<file path="config.mk">
export PLATFORM = sky130hd
export DESIGN_NAME = branch_wait_multi
export DESIGN_NICKNAME = d
export VERILOG_FILES = /design/src/rtl/branch_wait_multi.sv
export SDC_FILE = /design/constraint.sdc
export NUM_CORES = 2
export LEC_CHECK = 0
export ABC_CLOCK_PERIOD_IN_PS = 5100
export BUFFER_PORTS_ARGS = -buffer_cell sky130_fd_sc_hd__buf_2
export CORE_MARGIN = 4
export CORE_UTILIZATION = 44
export DETAILED_ROUTE_END_ITERATION = 7
export PLACE_DENSITY = 0.6
export REMOVE_ABC_BUFFERS = 1
export SYNTH_ARGS = -nofsm -noshare
export SYNTH_HDL_FRONTEND = slang
export SYNTH_SLANG_ARGS = --single-unit
</file>
<file path="constraint.sdc">
create_clock -name clk -period 5.1 [get_ports clk]
set_clock_uncertainty 0.05 [all_clocks]
set_input_delay 1.02 -clock clk [delete_from_list [all_inputs] [get_ports clk]]
set_output_delay 1.02 -clock clk [all_outputs]
set_load 0.1 [all_outputs]
</file>
<file path="src/rtl/branch_wait_multi.sv">
// -----------------------------------------------------------------------------
// branch_wait_multi
//
// Per-wavefront pending-branch tracker. Each wavefront keeps a small saturating
// counter of unresolved branches (up to MAX_OUTSTANDING) plus a watchdog age
// that measures cycles since the last resolve while branches are outstanding.
// Issue uses pending/full to gate wavefront selection.
//
// Ports
//   clk                    clock
//   rst                    synchronous reset, active low
//   alu_valid              per issue channel: valid
//   alu_branch             per issue channel: issued instruction is a branch
//   alu_wfid               per issue channel: wavefront id, channel k at [k*WFID_W +: WFID_W]
//   f_salu_branch_en       per resolve channel: branch outcome valid
//   f_salu_branch_wfid     per resolve channel: resolved wavefront id
//   flush_wf               per wavefront: kill/halt, clears the counter
//   pending_branches_arry  per wavefront: count != 0
//   branch_full_arry       per wavefront: count == MAX_OUTSTANDING
//   timeout_arry           per wavefront: watchdog expired
//   err_overflow           sticky: increment requested beyond the ceiling
//   err_underflow          sticky: resolve requested below zero
//   err_bad_wfid           sticky: valid channel carried an id >= NUM_WF
//
// All outputs come straight from registers; there is no combinational path
// from any input to any output.
// -----------------------------------------------------------------------------
module branch_wait_multi #(
    parameter int NUM_WF          = 40,
    parameter int WFID_W          = 6,
    parameter int NUM_ISSUE       = 2,
    parameter int NUM_RESOLVE     = 2,
    parameter int MAX_OUTSTANDING = 3,
    parameter int TIMEOUT         = 1024
) (
    input  logic                          clk,
    input  logic                          rst,
    input  logic [NUM_ISSUE-1:0]          alu_valid,
    input  logic [NUM_ISSUE-1:0]          alu_branch,
    input  logic [NUM_ISSUE*WFID_W-1:0]   alu_wfid,
    input  logic [NUM_RESOLVE-1:0]        f_salu_branch_en,
    input  logic [NUM_RESOLVE*WFID_W-1:0] f_salu_branch_wfid,
    input  logic [NUM_WF-1:0]             flush_wf,
    output logic [NUM_WF-1:0]             pending_branches_arry,
    output logic [NUM_WF-1:0]             branch_full_arry,
    output logic [NUM_WF-1:0]             timeout_arry,
    output logic                          err_overflow,
    output logic                          err_underflow,
    output logic                          err_bad_wfid
);

    localparam int CNT_W = $clog2(MAX_OUTSTANDING + 1);
    // A disabled watchdog still gets a 1-bit age so the vectors stay legal;
    // it is held at zero below.
    localparam int AGE_W = (TIMEOUT > 0) ? $clog2(TIMEOUT + 1) : 1;
    localparam int INC_W = $clog2(NUM_ISSUE + 1);
    localparam int DEC_W = $clog2(NUM_RESOLVE + 1);
    // Signed range is -NUM_RESOLVE .. MAX_OUTSTANDING+NUM_ISSUE; one extra
    // bit on top of the magnitude carries the sign.
    localparam int SUM_W = $clog2(MAX_OUTSTANDING + NUM_ISSUE + NUM_RESOLVE + 1) + 1;

    localparam logic [CNT_W-1:0]        CNT_MAX = CNT_W'(MAX_OUTSTANDING);
    localparam logic [AGE_W-1:0]        AGE_MAX = AGE_W'(TIMEOUT);
    localparam logic signed [SUM_W-1:0] SUM_MAX = SUM_W'(MAX_OUTSTANDING);

    // ------------------------------------------------------------------
    // Channel decode: split ids, qualify valids, flag out-of-range ids.
    // ------------------------------------------------------------------
    logic [NUM_ISSUE-1:0][WFID_W-1:0]   issue_id;
    logic [NUM_RESOLVE-1:0][WFID_W-1:0] resolve_id;
    logic [NUM_ISSUE-1:0]               issue_bad;
    logic [NUM_RESOLVE-1:0]             resolve_bad;
    logic [NUM_ISSUE-1:0]               issue_use;
    logic [NUM_RESOLVE-1:0]             resolve_use;

    assign issue_id   = alu_wfid;
    assign resolve_id = f_salu_branch_wfid;

    always_comb begin
        for (int k = 0; k < NUM_ISSUE; k++) begin
            issue_bad[k] = alu_valid[k] && (int'(issue_id[k]) >= NUM_WF);
            issue_use[k] = alu_valid[k] && alu_branch[k] && !issue_bad[k];
        end
        for (int k = 0; k < NUM_RESOLVE; k++) begin
            resolve_bad[k] = f_salu_branch_en[k] && (int'(resolve_id[k]) >= NUM_WF);
            resolve_use[k] = f_salu_branch_en[k] && !resolve_bad[k];
        end
    end

    // ------------------------------------------------------------------
    // Per-wavefront counter and watchdog.
    // ------------------------------------------------------------------
    logic [NUM_WF-1:0] ovf_hit;
    logic [NUM_WF-1:0] unf_hit;

    for (genvar w = 0; w < NUM_WF; w++) begin : g_wf
        logic [CNT_W-1:0]        cnt_q, cnt_d;
        logic [AGE_W-1:0]        age_q, age_d;
        logic [INC_W-1:0]        inc_v;
        logic [DEC_W-1:0]        dec_v;
        logic signed [SUM_W-1:0] sum_v;

        always_comb begin
            inc_v = '0;
            for (int k = 0; k < NUM_ISSUE; k++) begin
                if (issue_use[k] && (issue_id[k] == WFID_W'(w))) begin
                    inc_v = inc_v + INC_W'(1);
                end
            end
            dec_v = '0;
            for (int k = 0; k < NUM_RESOLVE; k++) begin
                if (resolve_use[k] && (resolve_id[k] == WFID_W'(w))) begin
                    dec_v = dec_v + DEC_W'(1);
                end
            end
        end

        always_comb begin
            sum_v      = SUM_W'(cnt_q) + SUM_W'(inc_v) - SUM_W'(dec_v);
            ovf_hit[w] = 1'b0;
            unf_hit[w] = 1'b0;
            // Flush wins outright; events swallowed by a flush are not errors.
            if (flush_wf[w]) begin
                cnt_d = '0;
            end else if (sum_v[SUM_W-1]) begin
                cnt_d      = '0;
                unf_hit[w] = 1'b1;
            end else if (sum_v > SUM_MAX) begin
                cnt_d      = CNT_MAX;
                ovf_hit[w] = 1'b1;
            end else begin
                cnt_d = CNT_W'(sum_v);
            end
        end

        // Age counts time since the last resolve; an issue alone never resets
        // it, so a wavefront that keeps issuing cannot hide a stuck resolve.
        always_comb begin
            if ((TIMEOUT == 0) || flush_wf[w] || (dec_v != '0) || (cnt_d == '0)) begin
                age_d = '0;
            end else if ((cnt_q != '0) && (age_q != AGE_MAX)) begin
                age_d = age_q + AGE_W'(1);
            end else begin
                age_d = age_q;
            end
        end

        always_ff @(posedge clk) begin
            if (!rst) begin
                cnt_q <= '0;
                age_q <= '0;
            end else begin
                cnt_q <= cnt_d;
                age_q <= age_d;
            end
        end

        assign pending_branches_arry[w] = (cnt_q != '0);
        assign branch_full_arry[w]      = (cnt_q == CNT_MAX);
        assign timeout_arry[w]          = (TIMEOUT != 0) && (age_q == AGE_MAX);
    end

    // ------------------------------------------------------------------
    // Sticky error flags.
    // ------------------------------------------------------------------
    logic err_ovf_q, err_ovf_d;
    logic err_unf_q, err_unf_d;
    logic err_bad_q, err_bad_d;

    always_comb begin
        err_ovf_d = err_ovf_q | (|ovf_hit);
        err_unf_d = err_unf_q | (|unf_hit);
        err_bad_d = err_bad_q | (|issue_bad) | (|resolve_bad);
    end

    always_ff @(posedge clk) begin
        if (!rst) begin
            err_ovf_q <= 1'b0;
            err_unf_q <= 1'b0;
            err_bad_q <= 1'b0;
        end else begin
            err_ovf_q <= err_ovf_d;
            err_unf_q <= err_unf_d;
            err_bad_q <= err_bad_d;
        end
    end

    assign err_overflow  = err_ovf_q;
    assign err_underflow = err_unf_q;
    assign err_bad_wfid  = err_bad_q;

endmodule

</file>
==> results.py <==
metrics = {
    "flow_run": {
        "cap_viol_max_count": 0,
    },
    "power_and_ir_drop": {
        "p_int_uw": 7250,
        "pwr-share-seq_pct": 42.5,
        "swShare_pct": 25.7,
        "p_comb_share_pct": 9.0,
        "p_per_area_nw_per_um2": 263,
        "power_switching_uw": 2510,
        "clockPowerShare_pct": 48.5,
        "vdd_drop_max_mv": 0.261,
        "finalPower_uw": 9760,
        "p_leak_uw": 0.0156,
    },
    "timing": {
        "drv_slew": 0,
        "clock.fmax_mhz": 223,
        "worst_slack_ns": 0.606,
        "finalSetupViolCount": 0,
        "worst_slew_pin_slew_ns": 0.792,
        "period_needed_ns": 4.49,
        "hold_viol": 0,
        "rsz0062_at_grt": "no",
        "relSlewSlack_pct": 47.1,
        "fin_setup_tns_ns": 0,
        "period_share_pct": 88.1,
    },
    "detailed_routing": {
        "viasPerCell": 5.06,
        "first_pass_iters": 6,
        "num_vias": 26600,
        "drt_iter0_markers": 1707,
        "routed_wl_mm": 84.0,
        "drcViolationCount": 0,
        "wl_per_cell_um": 16.0,
        "ant_nets": 0,
    },
    "status": {
        "status": "finished, final reports clean",
    },
    "grt": {
        "grt_overflow": 0,
        "antenna_found_initial": 30,
        "first_global_vias": 25200,
        "grt_util_all_layers_pct": 21.1,
        "grt_pass1_wl_mm": 133,
        "grt_max_degree": 25,
    },
    "critical_path": {
        "path_delay_family": "simple AND/OR/NAND/NOR gates",
        "critical-path-max-stage-delay_ns": 0.54,
        "end_kind": "flip-flop",
        "r2r_cells": 9,
        "cp.arrival_ns": 4.95,
        "cp_max_fo": 4,
        "path_common_cell": "ha_1",
        "crit_type": "input port to flip-flop",
        "path_depth": 16,
        "cp_cell_sequence": "buf_2, or3b_1, nor2_1, nand2_1, ha_1, ha_1, inv_1, ha_1, inv_1, fa_1, nor3_1, or4_1, nor4_1, o2111a_1, nand4_1, o41a_1",
        "setup.worst_path.start_class": "input port",
        "crit_path_top_delay_cell": "or4_1",
        "worst_ep_required_time_ns": 5.56,
        "crit_buf_inv": 3,
    },
    "cts": {
        "clkTransAtPathRegs_ns": 0.06,
        "cts_buffer_depth": 3,
        "cts_root_buf": "clkbuf_16",
        "clk_latency_ns": 0.63,
        "cts_sinks": 523,
        "holdBufCountCts": 0,
        "cts_buffers": 61,
        "postCtsSetupRepairBufs": 0,
        "cts_resized": 0,
        "cts_tree": "done",
        "cts_max_level": 2,
    },
    "floorplan": {
        "dieHeight_um": 280,
        "core_area_um2": 73100,
        "rows": 99,
        "io_pins": 195,
        "die_w_um": 280,
        "dieArea_um2": 78200,
        "initial_core_util_pct": 44.4,
    },
    "yosys": {
        "synth_edf_count": 0,
        "syn_area_um2": 32500,
        "ys_seq_elements": 523,
        "ys_seq_area_share_pct": 32.2,
        "synth_ff_type": "dfxtp_1",
        "synth_cell_types": 56,
        "synth.avg_cell_area_um2": 8.15,
        "yosys_warnings": 0,
        "postSynth.asyncResetShare_pct": 0,
        "synthesis.instances": 3986,
    },
    "final_layout": {
        "syn2layout_area_growth_pct": 14.1,
        "drive_gt1_share_pct": 8.53,
        "fin_area_um2": 37000,
        "final_cells": 5264,
        "nNetsFinal": 4709,
    },
    "placement": {
        "port_buffers": 194,
        "dpl_cell_area_um2": 34800,
        "place_hpwl_mm": 66.8,
        "pre_cts_ws_ns": 0.0827,
        "placed_cells": 5133,
        "place.gp.congestion": 0.989,
    },
    "min_path": {
        "hold_path_depth": 2,
        "hp-class": "flip-flop to flip-flop",
    },
}
[cells in the final DEF (no fill, tap or decap), drive strengths merged, types with 20 or more instances in the layout]
cell type,count
nand3,112
and2,45
nand4,124
nor4b,43
buf,242
nor3,63
dfxtp,523
a211o,20
nand2,264
nand3b,74
nor4,47
and4b,24
inv,496
xor2,283
xnor2,146
fa,80
nor2,813
and3,92
ha,320
and4,34
a21oi,132
clkbuf,76
nor2b,54
[Yosys cell counts, drive strengths merged, types with 3 or more instances]
cell      n  share of area (%)
nor2    813                9.4
dfxtp   523                 32
inv     493                5.7
ha      320                 12
xor2    283                7.6
nand2   264                3.1
xnor2   146                3.9
a21oi   132                2.0
nand4   124                2.4
nand3   112                1.7
and3     92                1.8
fa       80                4.9
nand3b   74                1.7
nor3     63               0.99
nor2b    54                1.0
clkbuf   53               0.61
nor4     47               0.91
and2     45               0.87
nor4b    43                1.2
and4     34               0.92
and4b    24               0.74
a211o    20               0.54
o21ai    18               0.28
or3      18               0.35
nand2b   15               0.29
o22ai    14               0.27
o2111a   13               0.45
o21bai   10               0.23
a41oi     9               0.24
or4b      8               0.25
nor3b     5               0.12
or2       5              0.096
a31oi     4              0.077
o211ai    4              0.092
nor4bb    3              0.092
o31ai     3              0.069
[flip-flops by register name (all words and copies together), names as in the netlist]
| register | count |
|---|---|
| g_wf.age_q | 440 |
| err_underflow | 1 |
| g_wf.cnt_q | 80 |
| err_overflow | 1 |
| err_bad_wfid | 1 |
[worst reg2reg max path, stage by stage, from the launching register on]
cell and delay [ns]:
dfxtp_1 0.42, inv_1 0.09, fa_1 0.59, fa_1 0.26, nor3_1 0.09, or4_1 0.52, nor4_1 0.35, o2111a_1 0.24
nand4_1 0.11, o41a_1 0.44
[routing by layer]
| metal | vias up | GRT usage (%) | part of all wire [%] |
|---|---|---|---|
| met1 | 12200 | 29.5 | 47 |
| met2 | 606 | 33.5 | 43 |
| met3 | 129 | 4.43 | 7.2 |
| li1 | 13600 | - | - |
| met4 | 20 | 5.07 | 2.0 |
| met5 | - | 0 | 0.16 |
[cell type report]
cell class                 count  area, um2
antenna                       15       37.5
clock buffer                  76       1700
clock inverter                40        507
fill                        7075      36000
inverter                     493       1850
multi-input combinational   2916      19900
sequential                   523      10500
tap                          959       1200
timing repair buffer         242       1330
[kinds of logic (layout without fill, tap and decap cells)]
group	Yosys count	in the layout	synth area share, %
xor gates and xnor gates	429	429	11.6
DFF	523	523	32.2
and+or+nand+nor	1848	1848	28.0
adders and majority gates	400	400	17.3
buffers and inverters	547	851	6.33
AOI/OAI and AO/OA	238	238	4.59
other	0	15	0
muxes	1	1	0.0308
[metrics by stage]
stage	hold slack [ns]	utilization, %
after floorplan	0.403	-
after global placement	0.424	47.6
after detailed placement	0.439	47.6
after CTS	0.449	50.6
after global routing	0.464	50.6
final	0.444	50.7
[power groups by stage]
stage / clock network [uW] / registers (uW) / logic (uW)
after floorplan: 0 / 4250 / 569
final: 4730 / 4140 / 882
after global placement: 0 / 4240 / 870
after CTS: 4870 / 4140 / 877
after detailed placement: 0 / 4240 / 873
after global routing: 5040 / 4150 / 956
[path summary, 6_finish.rpt]
kind / start / to / slack [ns]
worst max-delay path: f_salu_branch_wfid[8] / err_overflow / 0.61
worst min-delay path: g_wf[36].age_q[10] / g_wf[36].age_q[10] / 0.44
worst max register to register: g_wf[13].cnt_q[1] / err_overflow / 1.82
worst min register to register: g_wf[36].age_q[10] / g_wf[36].age_q[10] / 0.44
Power figures use the tool's default switching activity.
